--- config.mk ---
export PLATFORM = sky130hd
export DESIGN_NAME = fp_addsub_pipe
export DESIGN_NICKNAME = d
export VERILOG_FILES = /design/src/rtl/fp_addsub_pipe.sv
export SDC_FILE = /design/constraint.sdc
export NUM_CORES = 1
export LEC_CHECK = 0
export ABC_AREA = 1
export ABC_CLOCK_PERIOD_IN_PS = 9100
export CELL_PAD_IN_SITES_DETAIL_PLACEMENT = 1
export CELL_PAD_IN_SITES_GLOBAL_PLACEMENT = 1
export CORE_MARGIN = 4
export CORE_UTILIZATION = 45
export DETAILED_ROUTE_END_ITERATION = 16
export GPL_TIMING_DRIVEN = 1
export PLACE_DENSITY = 0.81
export SLEW_MARGIN = 10
export SYNTH_ARGS = -nofsm -noshare
export SYNTH_HDL_FRONTEND = slang
export SYNTH_SLANG_ARGS = --single-unit
--- constraint.sdc ---
create_clock -name clk -period 9.1 [get_ports clk]
set_input_delay 1.82 -clock clk [delete_from_list [all_inputs] [get_ports clk]]
set_output_delay 1.82 -clock clk [all_outputs]
set_load 0.01 [all_outputs]
--- src/rtl/fp_addsub_pipe.sv ---
// fp_addsub_pipe: three-stage IEEE 754 adder/subtractor with a valid/ready stream interface.
// Generic exponent/fraction widths (half, single, double). Round-to-nearest-even,
// subnormal support and {invalid, overflow, underflow, inexact} flags.
//
// Ports:
//   clk, rst            - clock; synchronous active-high reset
//   in_valid / in_ready - operand beat handshake (a, b, op: 0 = a+b, 1 = a-b)
//   out_valid/out_ready - result beat handshake (result, flags)
//
// Stages: S1 unpack/classify/swap/align, S2 significand add, S3 normalise/round/pack.
// The whole pipe holds while the output beat is stalled.
module fp_addsub_pipe #(
    parameter int unsigned EXP_W = 8,
    parameter int unsigned MAN_W = 23
) (
    input  logic                   clk,
    input  logic                   rst,
    input  logic                   in_valid,
    output logic                   in_ready,
    input  logic [EXP_W+MAN_W:0]   a,
    input  logic [EXP_W+MAN_W:0]   b,
    input  logic                   op,
    output logic                   out_valid,
    input  logic                   out_ready,
    output logic [EXP_W+MAN_W:0]   result,
    output logic [3:0]             flags
);

    localparam int unsigned W  = EXP_W + MAN_W + 1;
    localparam int unsigned SW = MAN_W + 4;  // hidden + fraction + guard/round/sticky
    localparam int unsigned AW = MAN_W + 5;  // adder width incl. carry
    localparam int unsigned XW = EXP_W + 1;  // internal exponent with headroom
    localparam logic [EXP_W-1:0] ColLim = EXP_W'(MAN_W + 3);

    logic stall;
    assign stall     = out_valid && !out_ready;
    assign in_ready  = !stall;

    // ---------------------------------------------------------------- S1
    logic             sa, sb;
    logic [EXP_W-1:0] ea, eb, ea_eff, eb_eff;
    logic [MAN_W-1:0] ma, mb;
    logic             a_zero, b_zero, a_inf, b_inf, a_nan, b_nan, a_snan, b_snan;
    logic             a_ge;
    logic             sl, ss;
    logic [EXP_W-1:0] el, es, diff;
    logic [MAN_W:0]   sigl, sigs;
    logic [2*SW-1:0]  wide;
    logic [SW-1:0]    small_al;
    logic             spec;
    logic [W-1:0]     spec_res, qnan;
    logic [3:0]       spec_flags;

    always_comb begin
        sa = a[W-1];
        sb = b[W-1] ^ op;
        ea = a[W-2:MAN_W];
        eb = b[W-2:MAN_W];
        ma = a[MAN_W-1:0];
        mb = b[MAN_W-1:0];

        a_zero = (ea == '0) && (ma == '0);
        b_zero = (eb == '0) && (mb == '0);
        a_inf  = (&ea) && (ma == '0);
        b_inf  = (&eb) && (mb == '0);
        a_nan  = (&ea) && (ma != '0);
        b_nan  = (&eb) && (mb != '0);
        a_snan = a_nan && !ma[MAN_W-1];
        b_snan = b_nan && !mb[MAN_W-1];

        // Subnormals behave as exponent 1 with a clear hidden bit.
        ea_eff = (ea == '0) ? EXP_W'(1) : ea;
        eb_eff = (eb == '0) ? EXP_W'(1) : eb;

        // Raw {exp, frac} ordering equals magnitude ordering.
        a_ge = {ea, ma} >= {eb, mb};
        sl   = a_ge ? sa : sb;
        ss   = a_ge ? sb : sa;
        el   = a_ge ? ea_eff : eb_eff;
        es   = a_ge ? eb_eff : ea_eff;
        sigl = a_ge ? {ea != '0, ma} : {eb != '0, mb};
        sigs = a_ge ? {eb != '0, mb} : {ea != '0, ma};
        diff = el - es;

        // Low half of the wide shift catches everything shifted past sticky.
        wide = {sigs, 3'b000, {SW{1'b0}}} >> diff;
        if (diff >= ColLim) begin
            small_al = {{(SW-1){1'b0}}, |sigs};
        end else begin
            small_al = {wide[2*SW-1:SW+1], wide[SW] | (|wide[SW-1:0])};
        end

        qnan       = {1'b0, {EXP_W{1'b1}}, 1'b1, {(MAN_W-1){1'b0}}};
        spec       = 1'b1;
        spec_res   = '0;
        spec_flags = '0;
        if (a_nan || b_nan) begin
            spec_res   = qnan;
            spec_flags = {a_snan | b_snan, 3'b000};
        end else if (a_inf && b_inf && (sa != sb)) begin
            spec_res   = qnan;
            spec_flags = 4'b1000;
        end else if (a_inf) begin
            spec_res = {sa, a[W-2:0]};
        end else if (b_inf) begin
            spec_res = {sb, b[W-2:0]};
        end else if (a_zero && b_zero) begin
            spec_res = {sa & sb, {(W-1){1'b0}}};
        end else if (a_zero) begin
            spec_res = {sb, b[W-2:0]};
        end else if (b_zero) begin
            spec_res = a;
        end else begin
            spec = 1'b0;
        end
    end

    logic             v1_q, v1_d;
    logic             s1_spec_q, s1_spec_d;
    logic [W-1:0]     s1_sres_q, s1_sres_d;
    logic [3:0]       s1_sflg_q, s1_sflg_d;
    logic             s1_sign_q, s1_sign_d;
    logic             s1_sub_q, s1_sub_d;
    logic [EXP_W-1:0] s1_exp_q, s1_exp_d;
    logic [SW-1:0]    s1_sigl_q, s1_sigl_d;
    logic [SW-1:0]    s1_sigs_q, s1_sigs_d;

    always_comb begin
        v1_d      = stall ? v1_q : in_valid;
        s1_spec_d = stall ? s1_spec_q : spec;
        s1_sres_d = stall ? s1_sres_q : spec_res;
        s1_sflg_d = stall ? s1_sflg_q : spec_flags;
        s1_sign_d = stall ? s1_sign_q : sl;
        s1_sub_d  = stall ? s1_sub_q  : (sl ^ ss);
        s1_exp_d  = stall ? s1_exp_q  : el;
        s1_sigl_d = stall ? s1_sigl_q : {sigl, 3'b000};
        s1_sigs_d = stall ? s1_sigs_q : small_al;
    end

    // ---------------------------------------------------------------- S2
    logic [AW-1:0]    sum;
    logic             v2_q, v2_d;
    logic             s2_spec_q, s2_spec_d;
    logic [W-1:0]     s2_sres_q, s2_sres_d;
    logic [3:0]       s2_sflg_q, s2_sflg_d;
    logic             s2_sign_q, s2_sign_d;
    logic [EXP_W-1:0] s2_exp_q, s2_exp_d;
    logic [AW-1:0]    s2_sum_q, s2_sum_d;

    always_comb begin
        // |L| >= |S|, so the difference never goes negative.
        sum = s1_sub_q ? ({1'b0, s1_sigl_q} - {1'b0, s1_sigs_q})
                       : ({1'b0, s1_sigl_q} + {1'b0, s1_sigs_q});
        v2_d      = stall ? v2_q      : v1_q;
        s2_spec_d = stall ? s2_spec_q : s1_spec_q;
        s2_sres_d = stall ? s2_sres_q : s1_sres_q;
        s2_sflg_d = stall ? s2_sflg_q : s1_sflg_q;
        s2_sign_d = stall ? s2_sign_q : s1_sign_q;
        s2_exp_d  = stall ? s2_exp_q  : s1_exp_q;
        s2_sum_d  = stall ? s2_sum_q  : sum;
    end

    // ---------------------------------------------------------------- S3
    logic [SW-1:0]  nm, m;
    logic [XW-1:0]  lz, lim, sh, e, e_f;
    logic           g, r, st, hidden, rnd, hid_f, inx, unf, ovf;
    logic [MAN_W+1:0] mant;
    logic [MAN_W-1:0] frac_f;
    logic [W-1:0]   res_new;
    logic [3:0]     flags_new;
    logic           v3_q, v3_d;
    logic [W-1:0]   res_q, res_d;
    logic [3:0]     flags_q, flags_d;

    always_comb begin
        nm  = s2_sum_q[SW-1:0];
        lz  = XW'(SW);
        for (int i = 0; i < int'(SW); i++) begin
            if (nm[i]) lz = XW'(int'(SW) - 1 - i);
        end
        lim = {1'b0, s2_exp_q} - XW'(1);
        sh  = (lz < lim) ? lz : lim;

        if (s2_sum_q[AW-1]) begin
            m = {s2_sum_q[AW-1:2], s2_sum_q[1] | s2_sum_q[0]};
            e = {1'b0, s2_exp_q} + XW'(1);
        end else begin
            // Shift limit keeps exponent >= 1; a clear hidden bit then means subnormal.
            m = nm << sh;
            e = {1'b0, s2_exp_q} - sh;
        end

        hidden = m[SW-1];
        g      = m[2];
        r      = m[1];
        st     = m[0];
        rnd    = g & (r | st | m[3]);
        mant   = {1'b0, m[SW-1:3]} + {{(MAN_W+1){1'b0}}, rnd};
        if (mant[MAN_W+1]) begin
            frac_f = mant[MAN_W:1];
            hid_f  = 1'b1;
            e_f    = e + XW'(1);
        end else begin
            frac_f = mant[MAN_W-1:0];
            hid_f  = mant[MAN_W];
            e_f    = e;
        end

        inx = g | r | st;
        unf = !hidden && inx;
        ovf = e_f >= {1'b0, {EXP_W{1'b1}}};

        if (ovf) begin
            res_new   = {s2_sign_q, {EXP_W{1'b1}}, {MAN_W{1'b0}}};
            flags_new = 4'b0101;
        end else begin
            // Exact cancellation rounds to +0.
            res_new   = {s2_sign_q && (s2_sum_q != '0),
                         hid_f ? e_f[EXP_W-1:0] : {EXP_W{1'b0}}, frac_f};
            flags_new = {2'b00, unf, inx};
        end
        if (s2_spec_q) begin
            res_new   = s2_sres_q;
            flags_new = s2_sflg_q;
        end

        v3_d    = stall ? v3_q : v2_q;
        res_d   = (!stall && v2_q) ? res_new   : res_q;
        flags_d = (!stall && v2_q) ? flags_new : flags_q;
    end

    assign out_valid = v3_q;
    assign result    = res_q;
    assign flags     = flags_q;

    always_ff @(posedge clk) begin
        if (rst) begin
            v1_q    <= 1'b0;
            v2_q    <= 1'b0;
            v3_q    <= 1'b0;
            res_q   <= '0;
            flags_q <= '0;
        end else begin
            v1_q    <= v1_d;
            v2_q    <= v2_d;
            v3_q    <= v3_d;
            res_q   <= res_d;
            flags_q <= flags_d;
        end
    end

    always_ff @(posedge clk) begin
        s1_spec_q <= s1_spec_d;
        s1_sres_q <= s1_sres_d;
        s1_sflg_q <= s1_sflg_d;
        s1_sign_q <= s1_sign_d;
        s1_sub_q  <= s1_sub_d;
        s1_exp_q  <= s1_exp_d;
        s1_sigl_q <= s1_sigl_d;
        s1_sigs_q <= s1_sigs_d;
        s2_spec_q <= s2_spec_d;
        s2_sres_q <= s2_sres_d;
        s2_sflg_q <= s2_sflg_d;
        s2_sign_q <= s2_sign_d;
        s2_exp_q  <= s2_exp_d;
        s2_sum_q  <= s2_sum_d;
    end

endmodule

## Word level (Yosys, flattened, before mapping)

Index checks and enable logic that the tools add are counted.

| word-level totals | value |
|---|---|
| register bits after elaboration | 211 |
| output and inout bits | 38 |

| cells by class | value |
|---|---|
| add/sub/neg operators | 8 |
| $lt $le $gt $ge | 4 |
| equality and inequality tests | 1 |
| shifts and indexed selects | 2 |
| multiplexer cells | 56 |
| bitwise operators | 11 |
| reductions and logical operators | 36 |

Operators by type and width:

| kind | count |
|---|---|
| 9-bit 2-to-1 mux | 29 |
| 32-bit 2-to-1 mux | 7 |
| 54-bit by 8-bit right shift with 54-bit output | 1 |
| 24-bit 2-to-1 mux | 2 |
| 23-bit logical NOT | 2 |
| 23-bit nonzero test | 2 |
| 8-bit 2-to-1 mux | 5 |
| 31-bit >= comparator | 1 |
| 27-bit by 27-bit adder with 28-bit output | 1 |
| 28-bit 2-to-1 mux | 1 |
| 28-bit nonzero test | 1 |
| 27-bit by 27-bit subtractor with 28-bit output | 1 |
| 27-bit 2-to-1 mux | 1 |
| 27-bit OR reduction | 1 |
| 27-bit by 9-bit << shifter with 27-bit output | 1 |
| 24-bit by 1-bit adder with 25-bit output | 1 |
| 24-bit OR reduction | 1 |
| 23-bit 2-to-1 mux | 1 |
| 8-bit logical NOT | 2 |
| 8-bit AND reduction | 2 |
| 8-bit nonzero test | 2 |
| 1-bit logical AND | 15 |
| 4-bit 2-to-1 mux | 3 |
| 8-bit by 1-bit adder with 9-bit output (second input constant) | 1 |
| 17 further kinds | 34 |

## Longest topological paths before layout

Gate-level depths: netlist of run 1.

| logic depth | value |
|---|---|
| depth after elaboration | 39 |
| depth in mapped cells | 61 |

## Worst setup path after synthesis of run 1

Ideal clock, no wire load.

| path | value |
|---|---|
| path type | input to register |
| start | input port b[2] |
| end | register s1_sigs_q[0] (data pin) |
| setup time | 0.268 ns |
| arrival time | 7.100 ns |
| required time | 8.832 ns |
| setup slack | 1.733 ns |
| cell stages on the path | 41 |
| path buffers | 5 |
| path through | inv_1 -> ha_1 -> a21oi_1 -> o21ai_0 -> a21oi_1 -> o21a_1 -> nor2_1 -> or2_2 -> a31oi_1 -> o221ai_1 -> nand4_1 -> nand3_1 -> clkbuf_1 -> clkbuf_1 -> clkbuf_1 -> o21ai_0 -> ha_1 -> nand3_1 -> [5 not listed] -> nor2_1 -> o21bai_1 -> xnor2_1 -> inv_1 -> clkbuf_1 -> clkbuf_1 -> a31oi_1 -> inv_1 -> nand2_1 -> o21ai_0 -> o21ai_0 -> o21ai_0 -> nor4_1 -> nand3_1 -> o21ai_0 -> o2111ai_1 -> nand2_1 -> a22oi_1 |

| between the ends | value |
|---|---|
| word-level cells in the longest chain between the ends | 7 |
| elaborated cells on any way between the ends | 11 |
| those cells by class | add/sub: 1; order compare: 2; shift: 1; mux: 4; bitwise: 1; reduce/logical: 2 |

RTL lines:

| what | RTL line | text |
|---|---|---|
| start: declaration | 21 | `input logic [EXP_W+MAN_W:0] b,` |
| 31-bit >= comparator (*) | 76 | `a_ge = {ea, ma} >= {eb, mb};` |
| 8-bit 2-to-1 mux (*) | 79 | `el = a_ge ? ea_eff : eb_eff;` |
| net el[1] | 46 | `logic [EXP_W-1:0] el, es, diff;` |
| 8-bit subtractor (*) | 83 | `diff = el - es;` |
| 54-bit by 8-bit right shift with 54-bit output | 86 | `wide = {sigs, 3'b000, {SW{1'b0}}} >> diff;` |
| 27-bit OR reduction | 90 | `small_al = {wide[2*SW-1:SW+1], wide[SW] \| (\|wide[SW-1:0])};` |
| 1-bit OR | 90 |  |
| 1-bit 2-to-1 mux (*) | 87 | `if (diff >= ColLim) begin` |
| net small_al[0] | 49 | `logic [SW-1:0] small_al;` |
| end signal: assignment | 260 | `s1_sigs_q <= s1_sigs_d;` |
| end: declaration | 126 | `logic [SW-1:0] s1_sigs_q, s1_sigs_d;` |

Mark *: on every way through the listed nets, which the timed path passes. The rest lies on a longest branch.
A chain may end at the register's enable or synchronous reset.

## Worst setup path after layout of run 1

| path | value |
|---|---|
| start | input port b[2] |
| end | register s1_sigs_q[0] (data pin) |

| between the ends | value |
|---|---|
| word-level cells in the longest chain between the ends | 7 |
| elaborated cells on any way between the ends | 11 |
| those cells by class | add/sub: 1; order compare: 2; shift: 1; mux: 4; bitwise: 1; reduce/logical: 2 |

RTL lines:

| what | RTL line |
|---|---|
| 31-bit >= comparator | 76 |
| 8-bit 2-to-1 mux, on equally long branches | 79, 80 |
| 8-bit subtractor | 83 |
| 54-bit by 8-bit right shift with 54-bit output | 86 |
| 27-bit OR reduction | 90 |
| 1-bit OR | 90 |
| 1-bit 2-to-1 mux (*) | 87 |
| net small_al[0] | 49 |

Marks and branches as above.

==> impl_metrics.toml, run 1 <==
[layout]
fin_util_pct = 51.04
drive_gt1_share_pct = 6.045
antenna_cells = 0
fin_nets = 2623
syn_to_final_growth_pct = 12.37
design_area_mm2 = 0.01918

[worst_setup_path]
cp_slowest_stage_delay_ns = 0.45
crit_path_start = "b[2]"
crit_cells = 43
r2r_cells = 35
regToRegStartpoint = "s2_sum_q[4]"
cp_slowest_cell = "clkdlybuf4s50_1"
worst_setup_path_end_kind = "flip-flop"
ff2ff_setup_slack_ns = 1.38
startpoint_type = "primary input"
cp_data_required_time_ns = 9.34
critPathMaxFanout = 34
cp.buffers_inverters = 7
critPathArrivalTime_ns = 8.54
critPathKind = "in2reg"
critPathTopFamily = "compound AO/OA/AOI/OAI gates"
endpoint = "s1_sigs_q[0]"
r2r-end = "result[1]"

[detailed_routing]
drt-pass1-iter-count = 5
via_count = 17042
drtIter0Drc = 1262
wl_per_cell_um = 21.59
avgViaCountPerCell = 5.726
wirelength_um = 64240
drc = 0
drtAntennaViolNets = 0

[floorplan]
row_count = 71
dieArea_mm2 = 0.04111
start_util_pct = 45.43
die_h_um = 202.8
io_pins = 107
core_area_mm2 = 0.03758
die_w_um = 202.8

[timing]
slew_headroom_pct = 20.61
hold_viol = 0
period_minus_slack_ns = 8.301
fmax_ghz = 0.1205
tns_ns = 0
rsz0062_at_grt = "false"
holdWs_ns = 0.4138
final_max_slew_viol_count = 0
final-setup-viol-count = 0
clock_skew_ns = 0.02021
tightest_slew_ns = 1.188
period_share_pct = 91.22

[run_status]
status = "complete, no violations"

[clocking]
clk-insertion-delay-late_ns = 0.53
htreeDepth = 1
cts_buffers = 24
path_clk_slew_ns = 0.06
cts_tree = "yes"
clock_path_buffers = 3
cts-resized-gates = 0
clkSinkCount = 205
ctsHoldBuffers = 0
cts_setup_buffers = 0
clockRootBuffer = "clkbuf_16"

[power]
cellPowerDensity_mw_per_mm2 = 331.1
ir_drop_uv = 174.8
p_leak_nw = 8.715

[yosys]
synth.distinct_cells = 61
syn_nets = 2572
ys_ff_latch = 205
syn-cell-area_mm2 = 0.01707
synth_top_area_share_pct = 29.20
synthFlopType = "edfxtp_1"
avgSynthCellArea_um2 = 7.124
yosysTopAreaCell = "edfxtp_1"
synthTopCellsByCount = "nand2_1, inv_1, nand3_1"
synth_edf_count = 166
async_flop_share_pct = 0
yosysWarnings = 0
synthCells = 2396
synth.area.top_cells = "edfxtp_1, nand2_1, ha_1"
synth_most_common_cell = "nand2_1"
seq_area_frac_synth_pct = 33.78

[run]
drv_cap = 0

[place]
port_buffers = 106
dp_hpwl_um = 51290
place.gp.congestion = 0.9664
dpl_cell_area_mm2 = 0.01844

[hold_path]
hp-class = "reg2reg"

[global_route]
track_usage_pct = 30.68
grt_pass1_vias = 17450
antenna_found_initial = 0
grt-ovfl-total = 0
grt_start_max_net_pins = 112
grt_pass1_wl_um = 100500
-- report_power, final --
part | internal [mW] | switching, mW
registers | 1.20 | 0.192
clock network | 0.515 | 0.385
logic | 1.23 | 2.82
total | 2.95 | 3.40
-- cells in the final DEF, fill, tap and decap left out, types with 47 or more instances in the layout --
cell | netlist | final
a21oi_1 | 142 | 142
nand3_1 | 218 | 217
clkdlybuf4s50_1 | 0 | 106
nand2_1 | 585 | 585
nor2_1 | 195 | 195
xor2_1 | 47 | 47
edfxtp_1 | 166 | 166
o21ai_0 | 214 | 213
inv_1 | 277 | 276
ha_1 | 104 | 104
-- state kept, by name, summed over array words and instances (netlist names) --
register,cells
s1_sign_q,1
s2_spec_q,1
s1_sigl_q,24
s2_sres_q,32
s2_exp_q,8
s1_sflg_q,1
s1_exp_q,8
s2_sum_q,28
v2_q,1
s1_sub_q,1
result,32
out_valid,1
s1_sigs_q,27
s2_sflg_q,1
flags,4
s2_sign_q,1
s1_spec_q,1
s1_sres_q,32
v1_q,1
-- per-stage QoR --
| step | instances | worst slack, ns | total power [mW] |
|---|---|---|---|
| 2_1_floorplan | 2396 | 1.733 | 4.195 |
| 3_3_place_gp | 2932 | 0.5973 | 5.296 |
| 3_5_place_dp | 2932 | 0.3689 | 5.401 |
| 4_1_cts | 2976 | 0.8721 | 6.327 |
| 5_1_grt | 2976 | 0.04123 | 6.899 |
| 6_report | 2976 | 0.7987 | 6.351 |
-- cells by family after synthesis --
logic type	Yosys count	share of synthesized area [%]
compound gates	475	15.59
flops	205	33.78
mux	10	0.5864
simple gates	1148	29.74
fa+ha+maj	107	7.975
buf+inv	393	9.309
xor+xnor	58	3.020
-- worst min path at each step --
stage,startpoint,end,slack (ns),depth (start not counted)
2_1_floorplan,s1_exp_q[0],s2_exp_q[0],0.40,0
6_report,s1_exp_q[6],s2_exp_q[6],0.41,0
4_1_cts,s1_exp_q[6],s2_exp_q[6],0.41,0
5_1_grt,s1_exp_q[6],s2_exp_q[6],0.42,0
3_3_place_gp,s1_sres_q[21],s2_sres_q[21],0.40,0
3_5_place_dp,s1_sres_q[28],s2_sres_q[28],0.41,0
-- cell type report --
cell class / count / area [µm²]
clock buffer: 27 / 611.8
clock inverter: 17 / 128.9
fill: 4840 / 18400
inverter: 295 / 1115
multi-input combinational: 1798 / 9732
sequential: 205 / 5766
tap: 511 / 639.4
timing repair buffer: 123 / 1189
-- layer usage --
| metal | share of wire, % | global-route usage (%) | vias up |
|---|---|---|---|
| met5 | 0 | 0 | - |
| met4 | 4.1 | 10.96 | 0 |
| met3 | 4.1 | 2.763 | 124 |
| met2 | 49 | 53.25 | 436 |
| met1 | 43 | 40.19 | 8311 |
| li1 | - | - | 8171 |
Note: power is estimated with default switching activity, not from simulation.
==> inputs of run 2 (changes only) <==
--- a/config.mk
+++ b/config.mk
@@ -9,7 +9,7 @@
 export ABC_CLOCK_PERIOD_IN_PS = 9100
 export CELL_PAD_IN_SITES_DETAIL_PLACEMENT = 1
 export CELL_PAD_IN_SITES_GLOBAL_PLACEMENT = 1
-export CORE_MARGIN = 4
+export CORE_MARGIN = 5
 export CORE_UTILIZATION = 45
 export DETAILED_ROUTE_END_ITERATION = 16
 export GPL_TIMING_DRIVEN = 1
==> run 2 against run 1 <==
  * Combinational power about the same
  * Non-clock buffer count unchanged
  * Via count is 0.67% lower
  * Cell area increased by 0.22%
  * Setup slack gained 0.073 ns
  * Largest power group unchanged
  * Clock power increased by 8.3%
  * Register-to-register slack got worse by 0.08 ns
  * Worst hold slack gained 0.0032 ns
  * Clock skew down 0.0032 ns
  * Power increased by 0.86%
==> impl_metrics.toml, run 2 (synthesized netlist as in run 1, its figures left out) <==
[layout]
drive_gt1_share_pct = 6.174
most-common-layout-cells = "nand2_1, inv_1, nand3_1"
mostFrequentLayoutCell = "nand2_1"
fin_util_pct = 51.16
nFillCells = 4823
syn_to_final_growth_pct = 12.61
fin_cells = 2973
antenna_cells = 0
fin_nets = 2622

[power]
ir_drop_uv = 131.2
p_leak_nw = 8.738
cellPowerDensity_mw_per_mm2 = 333.2

[hold_path]
hp-class = "reg2reg"

[place]
place.gp.congestion = 0.9667
placed_cells = 2932
post-place-ws_ns = 0.4397
dp_hpwl_um = 50700
port_buffers = 106

[detailed_routing]
drt-pass1-iter-count = 6
drtAntennaViolNets = 0
via_count = 16928
wl_per_cell_um = 21.56
drtIter0Drc = 1385
drc = 0
avgViaCountPerCell = 5.694
wirelength_um = 64100

[clocking]
clock_path_buffers = 3
cts_setup_buffers = 0
cts-resized-gates = 0
cts_tree = "yes"
cts_buffers = 23
path_clk_slew_ns = 0.07
clkSinkCount = 205
htreeDepth = 1
clk-insertion-delay-late_ns = 0.52
clockRootBuffer = "clkbuf_16"
ctsHoldBuffers = 0

[worst_setup_path]
cp_data_required_time_ns = 9.34
worst_setup_path_end_kind = "flip-flop"
cp_slowest_cell = "clkdlybuf4s50_1"
startpoint_type = "primary input"
critPathMaxFanout = 37
critPathKind = "in2reg"
critPathArrivalTime_ns = 8.47
cp_slowest_stage_delay_ns = 0.56

[global_route]
grt-ovfl-total = 0
grt_pass1_wl_um = 99440
track_usage_pct = 29.94
antenna_found_initial = 2
grt_pass1_vias = 17647
grt_start_max_net_pins = 93

[timing]
period_minus_slack_ns = 8.228
final_max_slew_viol_count = 0
clock_skew_ns = 0.01701
final-setup-viol-count = 0
hold_viol = 0
worst_slack_ns = 0.8716
tightest_slew_ns = 1.246
tns_ns = 0
rsz0062_at_grt = "false"
slew_headroom_pct = 16.70
period_share_pct = 90.42
fmax_ghz = 0.1215

[floorplan]
die_w_um = 204.8
core_area_mm2 = 0.03758
die_h_um = 204.8
io_pins = 107
dieArea_mm2 = 0.04193
row_count = 71
start_util_pct = 45.43

[run_status]
status = "complete, no violations"

[run]
drv_cap = 0
run 2: metrics by stage:
step	instance area, µm²	hold slack, ns	total power [mW]
after floorplan	17070	0.4003	4.195
after global placement	18440	0.4036	5.276
after detailed placement	18440	0.4063	5.377
after CTS	19220	0.4214	6.368
after global routing	19220	0.4328	6.895
final	19220	0.4170	6.406
run 2: critical path: cells and delay by family:
kind	cells	cell delay [ns]
xor+xnor	1	0.16
simple gates	17	2.29
compound gates	16	2.35
buf+inv	7	1.34
fa+ha+maj	2	0.47
run 2: path summary, 6_finish.rpt:
kind              cells after the start  slack (ns)           end        start
setup / recovery                     43        0.87  s1_sigs_q[0]         b[1]
hold / removal                        0        0.42     s2_spec_q    s1_spec_q
setup reg to reg                     35        1.30    result[13]  s2_sum_q[4]
hold reg to reg                       0        0.42     s2_spec_q    s1_spec_q
run 2: cell type report:
class                      count  area [µm²]  area share [%]
sequential                   205        5766           29.99
clock inverter                18       207.7           1.080
timing repair buffer         123        1189           6.183
inverter                     295        1115           5.799
clock buffer                  23       575.6           2.994
tap                          511       639.4           3.326
multi-input combinational   1798        9732           50.62
run 2: per-layer routing:
layer / vias up / wire [µm] / share of wire, % / track usage [%]
li1: 8162 / - / - / -
met2: 431 / 31090 / 49 / 52.42
met1: 8201 / 27420 / 43 / 38.24
met3: 130 / 2780 / 4.3 / 3.229
met5: - / 26 / 0.041 / 0
met4: 4 / 2768 / 4.3 / 11.10
run 2: where the power goes:
part	leakage (nW)	internal [mW]	switching, mW
Combinational	6.15	1.23	2.82
Sequential	2.21	1.20	0.180
Clock	0.379	0.579	0.396
